## src/rtl/race_controller.sv

```systemverilog
// rtl/race_controller.sv - race phase sequencer: frame tick, countdown, laps, win/lose
module race_controller #(
    parameter int TICK_H       = 1198,
    parameter int TICK_V       = 800,
    parameter int COUNT_START  = 3,
    parameter int COUNT_FRAMES = 60,
    parameter int LAPS         = 3,
    parameter int CP_NUM       = 4
) (
    input  logic        clk,
    input  logic        rst,
    input  logic        btnu,
    input  logic [10:0] hcount,
    input  logic [9:0]  vcount,
    input  logic        cp_hit,
    input  logic [1:0]  cp_id,
    input  logic [2:0]  r_opp_game,
    input  logic        r_opp_rst,
    output logic        frame_tick,
    output logic        update_en,
    output logic [2:0]  game_stat,
    output logic [1:0]  countdown,
    output logic [1:0]  lap,
    output logic        player_rst
);

    typedef enum logic [2:0] {
        S_IDLE  = 3'd0,
        S_COUNT = 3'd1,
        S_RACE  = 3'd2,
        S_WIN   = 3'd3,
        S_LOSE  = 3'd4
    } state_t;

    localparam logic [5:0] FRAME_LAST = 6'(COUNT_FRAMES - 1);
    localparam logic [1:0] CD_INIT    = 2'(COUNT_START);
    localparam logic [1:0] LAP_FINAL  = 2'(LAPS - 1);
    localparam logic [1:0] CP_LAST    = 2'(CP_NUM - 1);

    state_t     state;
    logic       match;
    logic       match_q;
    logic       tick_rise;
    logic       btnu_q;
    logic       start;
    logic       opp_rst_q;
    logic       cp_ok;
    logic       finish;
    logic [5:0] frame_cnt;
    logic [1:0] expected;

    assign match     = (hcount == 11'(TICK_H)) && (vcount == 10'(TICK_V));
    assign tick_rise = match & ~match_q;
    assign start     = btnu & ~btnu_q;
    assign cp_ok     = cp_hit && (cp_id == expected);
    assign finish    = cp_ok && (cp_id == 2'd0) && (lap == LAP_FINAL);
    assign game_stat = state;

    always_ff @(posedge clk or negedge rst) begin
        if (!rst) begin
            match_q    <= 1'b0;
            frame_tick <= 1'b0;
            btnu_q     <= 1'b0;
            opp_rst_q  <= 1'b0;
        end else begin
            match_q    <= match;
            frame_tick <= tick_rise;
            btnu_q     <= btnu;
            opp_rst_q  <= r_opp_rst;
        end
    end

    always_ff @(posedge clk or negedge rst) begin
        if (!rst) begin
            state      <= S_IDLE;
            countdown  <= 2'd0;
            lap        <= 2'd0;
            frame_cnt  <= 6'd0;
            expected   <= 2'd0;
            update_en  <= 1'b0;
            player_rst <= 1'b0;
        end else begin
            update_en  <= 1'b0;
            player_rst <= 1'b0;
            // Remote restart overrides every phase; the reload pulse fires once per request.
            if (r_opp_rst) begin
                state      <= S_IDLE;
                player_rst <= ~opp_rst_q;
                countdown  <= 2'd0;
                lap        <= 2'd0;
                frame_cnt  <= 6'd0;
                expected   <= 2'd0;
            end else begin
                case (state)
                    S_IDLE: begin
                        if (start || r_opp_game == 3'd1) begin
                            state      <= S_COUNT;
                            countdown  <= CD_INIT;
                            frame_cnt  <= 6'd0;
                            lap        <= 2'd0;
                            expected   <= 2'd1;
                            player_rst <= 1'b1;
                        end
                    end
                    S_COUNT: begin
                        if (frame_tick) begin
                            if (frame_cnt == FRAME_LAST) begin
                                frame_cnt <= 6'd0;
                                if (countdown == 2'd1) begin
                                    state     <= S_RACE;
                                    countdown <= 2'd0;
                                end else begin
                                    countdown <= countdown - 2'd1;
                                end
                            end else begin
                                frame_cnt <= frame_cnt + 6'd1;
                            end
                        end
                    end
                    S_RACE: begin
                        update_en <= tick_rise;
                        if (cp_ok) begin
                            expected <= (expected == CP_LAST) ? 2'd0 : expected + 2'd1;
                            if (cp_id == 2'd0)
                                lap <= lap + 2'd1;
                        end
                        // Own finish wins a tie against the opponent's finish.
                        if (finish) begin
                            state     <= S_WIN;
                            update_en <= 1'b0;
                        end else if (r_opp_game == 3'd3) begin
                            state     <= S_LOSE;
                            update_en <= 1'b0;
                        end
                    end
                    S_WIN, S_LOSE: begin
                        if (start) begin
                            state     <= S_IDLE;
                            lap       <= 2'd0;
                            countdown <= 2'd0;
                        end
                    end
                    default: begin
                        state     <= S_IDLE;
                        countdown <= 2'd0;
                        lap       <= 2'd0;
                        frame_cnt <= 6'd0;
                        expected  <= 2'd0;
                    end
                endcase
            end
        end
    end

endmodule

```

## config.mk

```make
export PLATFORM = sky130hd
export DESIGN_NAME = race_controller
export DESIGN_NICKNAME = d
export VERILOG_FILES = /design/src/rtl/race_controller.sv
export SDC_FILE = /design/constraint.sdc
export NUM_CORES = 1
export LEC_CHECK = 0
export CORE_ASPECT_RATIO = 1.4
export CORE_MARGIN = 3
export CORE_UTILIZATION = 40
export CTS_CLUSTER_DIAMETER = 60
export CTS_CLUSTER_SIZE = 10
export DETAILED_ROUTE_END_ITERATION = 10
export GPL_TIMING_DRIVEN = 0
export PLACE_DENSITY = 0.7
export SLEW_MARGIN = 30
export SYNTH_ARGS = -nofsm -noshare
export SYNTH_HDL_FRONTEND = slang
export SYNTH_SLANG_ARGS = --single-unit
```

## constraint.sdc

```tcl
create_clock -name clk -period 3.15 [get_ports clk]
set_input_delay 0.4725 -clock clk [delete_from_list [all_inputs] [get_ports clk]]
set_output_delay 0.4725 -clock clk [all_outputs]
set_load 0.005 [all_outputs]
```

# [Word level (Yosys, flattened, before mapping)]
# Cells that the tools add are included.
# Widths: inputs -> output; s select.
[classes] n_addsub=4 n_mul=0 div=0 magnitude_cmp=0 n_eq_ne=25 shift=0 mux=38 bitwise_logic=5 reduce_logical=15
[op_table] operator="$mux 2" n=14
[op_table] operator="$mux 3" n=8
[op_table] operator="$mux 6" n=4
[op_table] operator="$ne 3x3->1 const B" n=7
[op_table] operator="$pmux 6 s3" n=1
[op_table] operator="$pmux 2 s4" n=2
[op_table] operator="$pmux 3 s4" n=1
[op_table] operator="$eq 11x11->1 const B" n=1
[op_table] operator="$eq 10x10->1 const B" n=1
[op_table] operator="$reduce_and 5->1" n=2
[op_table] operator="$eq 3x2->1 const B" n=3
[op_table] operator="$mux 1" n=7
[op_table] operator="$add 6x1->6 const B" n=1
[op_table] operator="$eq 3x1->1 const B" n=2
[op_table] operator="$eq 6x6->1 const B" n=1
[op_table] operator="$pmux 2 s3" n=1
[op_table] operator="$reduce_and 3->1" n=2
[op_table] operator="$reduce_and 6->1" n=1
[op_table] operator="$reduce_or 3->1" n=2
[op_table] operator="$add 2x1->2 const B" n=2
[op_table] operator="$eq 2x2->1 const B" n=2
[op_table] operator="$logic_and 1x1->1" n=4
[op_table] operator="$ne 2x1->1 const B" n=2
[op_table] operator="$ne 2x2->1 const B" n=2
[op_table] operator="other kinds (11)" n=14
[word_totals] ff_bits=21 latchBits=0 mem_bits_rw=0 mem_bits_ro=0 input_bits=31 output_inout_bits=10 elab_cells=98 mem_count=0

# [Depth between registers and ports, before layout]
[depth] ltp_word=7 depth_mapped=7 depth_no_buf=7

# [Least setup slack after synthesis]
# OpenSTA, ideal clock, no wires.
[synth_path] path_type="input to register" start="in r_opp_rst" end="reg state[2], in the netlist game_stat[2]" setup_time_ns=0.126 t_arrival_ns=1.608 t_required_ns=3.024 slack_ns=1.415 path_stages=6 n_path_buf=1 path_cell_list="buf_6 nor3_1 o31ai_1 o21bai_4 nor3_2 o32a_1"
[synth_via] elab_chain_cells=2 elab_cells_between_ends=8 cone_classes="eq/ne: 6; mux: 1; reduce/logical: 1"
[synth_lines] element="start, declared" line="18" text="input logic r_opp_rst,"
[synth_lines] element="$ne 4x4->1 (no line) or $ne 3x3->1 (tied branches)"
[synth_lines] element="$reduce_and 6->1 (no line)"
[synth_lines] element="end signal, assigned" line="75" text="state <= S_IDLE;"
[synth_lines] element="end signal, assigned" line="87" text="state <= S_IDLE;"
[synth_lines] element="end signal, assigned" line="97" text="state <= S_COUNT;"
[synth_lines] element="end, declared" line="40" text="state_t state;"
# Several ways; a longest one is shown, not always the timed one.
# A chain may end at the register's enable or synchronous reset.

# [Worst setup path in the final report]
# Same ends and word-level chain as after synthesis.

==> results.cfg <==
[layout]
layout-drive-gt1-share_pct = 10.8
fillerInstances = 300
areaGrowthSynthToFinish_pct = 37.2
finalCoreUtilization_pct = 57.8
layout.nets = 221
diodes = 0
finish.cell_count_without_fillers = 224

[cts]
postCtsResizedCells = 0
h_tree_depth = 1
clk_path_buf_depth = 2
postCtsHoldBufs = 0
cts_tree = done
clk_pin_slew_ns = 0.08
cts.sinks = 21
post-cts-setup-buffer-count = 0
cts-buffers-inserted = 3
ctsRootBufferMaster = clkbuf_8
clock_latency_ns = 0.26

[detailed_routing]
antenna_left = 0
first_iter_violations = 43
routed_via_density = 5.67
drc = 0
post_drt_wl_per_cell_um = 15.4
routed_wirelength_um = 3450
detailroute.via_count = 1269
drtPass1Iterations = 4

[setup_path]
cp_num_cells = 7
arrival_ns = 2.31
setup.worst_path.class = in -> reg
critical_path.endpoint_type = register
worst_path_top_cell_family_by_delay = compound AO/OA/AOI/OAI gates
worst-path-max-fanout = 8
crit_required_ns = 3.31
r2r-end = game_stat[1]
crit_slowest_cell = nor3_1
regToRegSetupSlack_ns = 1.19
r2r-start = lap[0]
biggest_cell_delay_along_the_critical_path_ns = 0.47
worst_reg2reg_path_length_in_cells = 7
path_buf_inv = 2
start_kind = input pin
timing.critical_path.cells = clkdlybuf4s50_1, buf_6, nor3_1, o31ai_1, o21bai_4, nor3_2, o32a_1

[placed_design]
inst_count_dp = 220
place_worst_setup_slack_ns = 0.721
detailedPlacementHpwl_um = 2860
place.gp.congestion = 0.801
portBuffers = 40

[grt]
grt_max_degree = 22
vias_in_the_first_global_route = 1368
grt_util_met2_pct = 38.3
globalRouteTotalUtil_pct = 19.6
busiest_layer = met2
groute.layer.met3.usage_pct = 3.25
grt.met1_usage_pct = 19.6
initial_antenna_violation_count = 0
gr_ovfl_total = 0
grt_first_pass_wirelength_um = 5820

[timing]
relSlewSlack_pct = 59.5
slew_viols_final = 0
fmaxAchievable_mhz = 465
fin_worst_skew_ns = 0.00782
setup_total_negative_slack_ns = 0
minimum_clock_period_ns = 2.15
period_share_pct = 68.2
final_critical_path_setup_slack_ns = 1.00
grt_setup_unrepaired = false
setup_viol = 0
timing_hold_violations_final = 0
tightest_slew_ns = 0.600
hold_ws_ns = 0.152

[synth]
synth-edff-count = 0
yosysSeqAreaShare_pct = 40.0
ys_dominant_reg_cell = dfrtp_1
mappedNetlistArea_sq_um = 1320
synth_area_leader_cell = dfrtp_1
synth_fp_nets = 176
synth.most_common_cell = dfrtp_1
syn-instance-count = 141
postSynth.asyncResetShare_pct = 100
synth_area_leaders = dfrtp_1 40%, o21ai_0 6.1%, ha_1 3.8%
synth.distinct_cells = 46
synth_top_area_share_pct = 40.0
yosysWarningCount = 0
postSynthAreaPerCell_sq_um = 9.33
postSynthRegisterBits = 21
synthTopCellsByCount = 21 x dfrtp_1, 16 x o21ai_0, 11 x inv_1

[floorplan]
die-width_um = 54.5
start_util_pct = 42.1
boundaryPins = 41
placementRows = 24
fp.dieArea_sq_um = 4020
floorplan.die.height_um = 73.8
fp.coreArea_sq_um = 3120

[pwr]
p_leak_uw = 0.000733
ir_worst_vdd_mv = 0.263
pwr_density_cell_nw_per_um2 = 586

[flow_run]
drv.max_cap_violation_count = 0

[run_status]
status = complete, no violations

[min_path]
timing.hold.worst.class = in -> async
==> worst max-delay path by stage <==
stage                        from      endpoint  slack [ns]
floorplan               r_opp_rst  game_stat[2]        1.42
global placement         cp_id[0]  game_stat[1]        0.68
detailed placement  r_opp_game[0]        lap[0]        0.72
CTS                 r_opp_game[0]        lap[0]         1.0
global route             cp_id[0]  game_stat[0]        0.80
finish                  r_opp_rst  game_stat[2]        1.00
==> kinds of logic (layout without fill, tap and decap cells) <==
family / after synthesis / count (layout) / share of synthesized area [%]
multiplexers: 2 / 2 / 1.52
adder cells (fa/ha/maj): 4 / 4 / 3.81
buffers and inverters: 17 / 61 / 7.23
AND/OR/NAND/NOR: 54 / 54 / 24.5
flip-flops: 21 / 21 / 40.0
AO/OA/AOI/OAI: 41 / 41 / 21.7
XOR/XNOR: 2 / 2 / 1.33
==> state kept, by name, indices dropped and copies added (netlist names), 2 cells and up <==
signal,count
countdown,2
expected,2
frame_cnt,6
game_stat,3
lap,2
==> power by group <==
group	total, uW	internal [uW]	leakage, uW	switching (uW)
Combinational	529	256	0.000429	272
Clock	181	90.3	0.0000228	90.5
Sequential	348	311	0.000281	36.8
==> metal layers <==
metal | wire [um] | share of wire, %
met5 | 0 | 0
met4 | 51 | 1.5
met3 | 190 | 5.5
met2 | 2000 | 58
met1 | 1200 | 35
==> layout by cell type (no fill, tap or decap), drive strengths merged, types with 2 or more instances in the layout <==
cell type	count
clkdlybuf4s50	39
dfrtp	21
o21ai	16
inv	11
nor2	10
nand2	10
nand3	8
a21oi	8
nor3	6
buf	6
clkbuf	5
ha	4
o31ai	3
or3	3
nor4bb	2
nor4b	2
nand2b	2
or3b	2
xnor2	2
o32a	2
nor4	2
mux2i	2
a21o	2
a221oi	2
==> layout make-up <==
| cell class | instances | area [sq um] | area share, % |
|---|---|---|---|
| Buffer | 6 | 53.8 | 2.98 |
| Clock buffer | 4 | 45.0 | 2.50 |
| Inverter | 11 | 41.3 | 2.29 |
| Multi-Input combinational cell | 103 | 694 | 38.5 |
| Sequential cell | 21 | 526 | 29.1 |
| Tap cell | 39 | 48.8 | 2.70 |
| Timing Repair Buffer | 40 | 395 | 21.9 |
==> through the flow <==
stage               power [uW]  instance area [sq um]
finish                    1060                   1800
CTS                       1060                   1810
global route              1130                   1800
global placement           861                   1760
detailed placement         881                   1760
floorplan                  692                   1320
No activity file was read; power rests on OpenSTA's default activity.
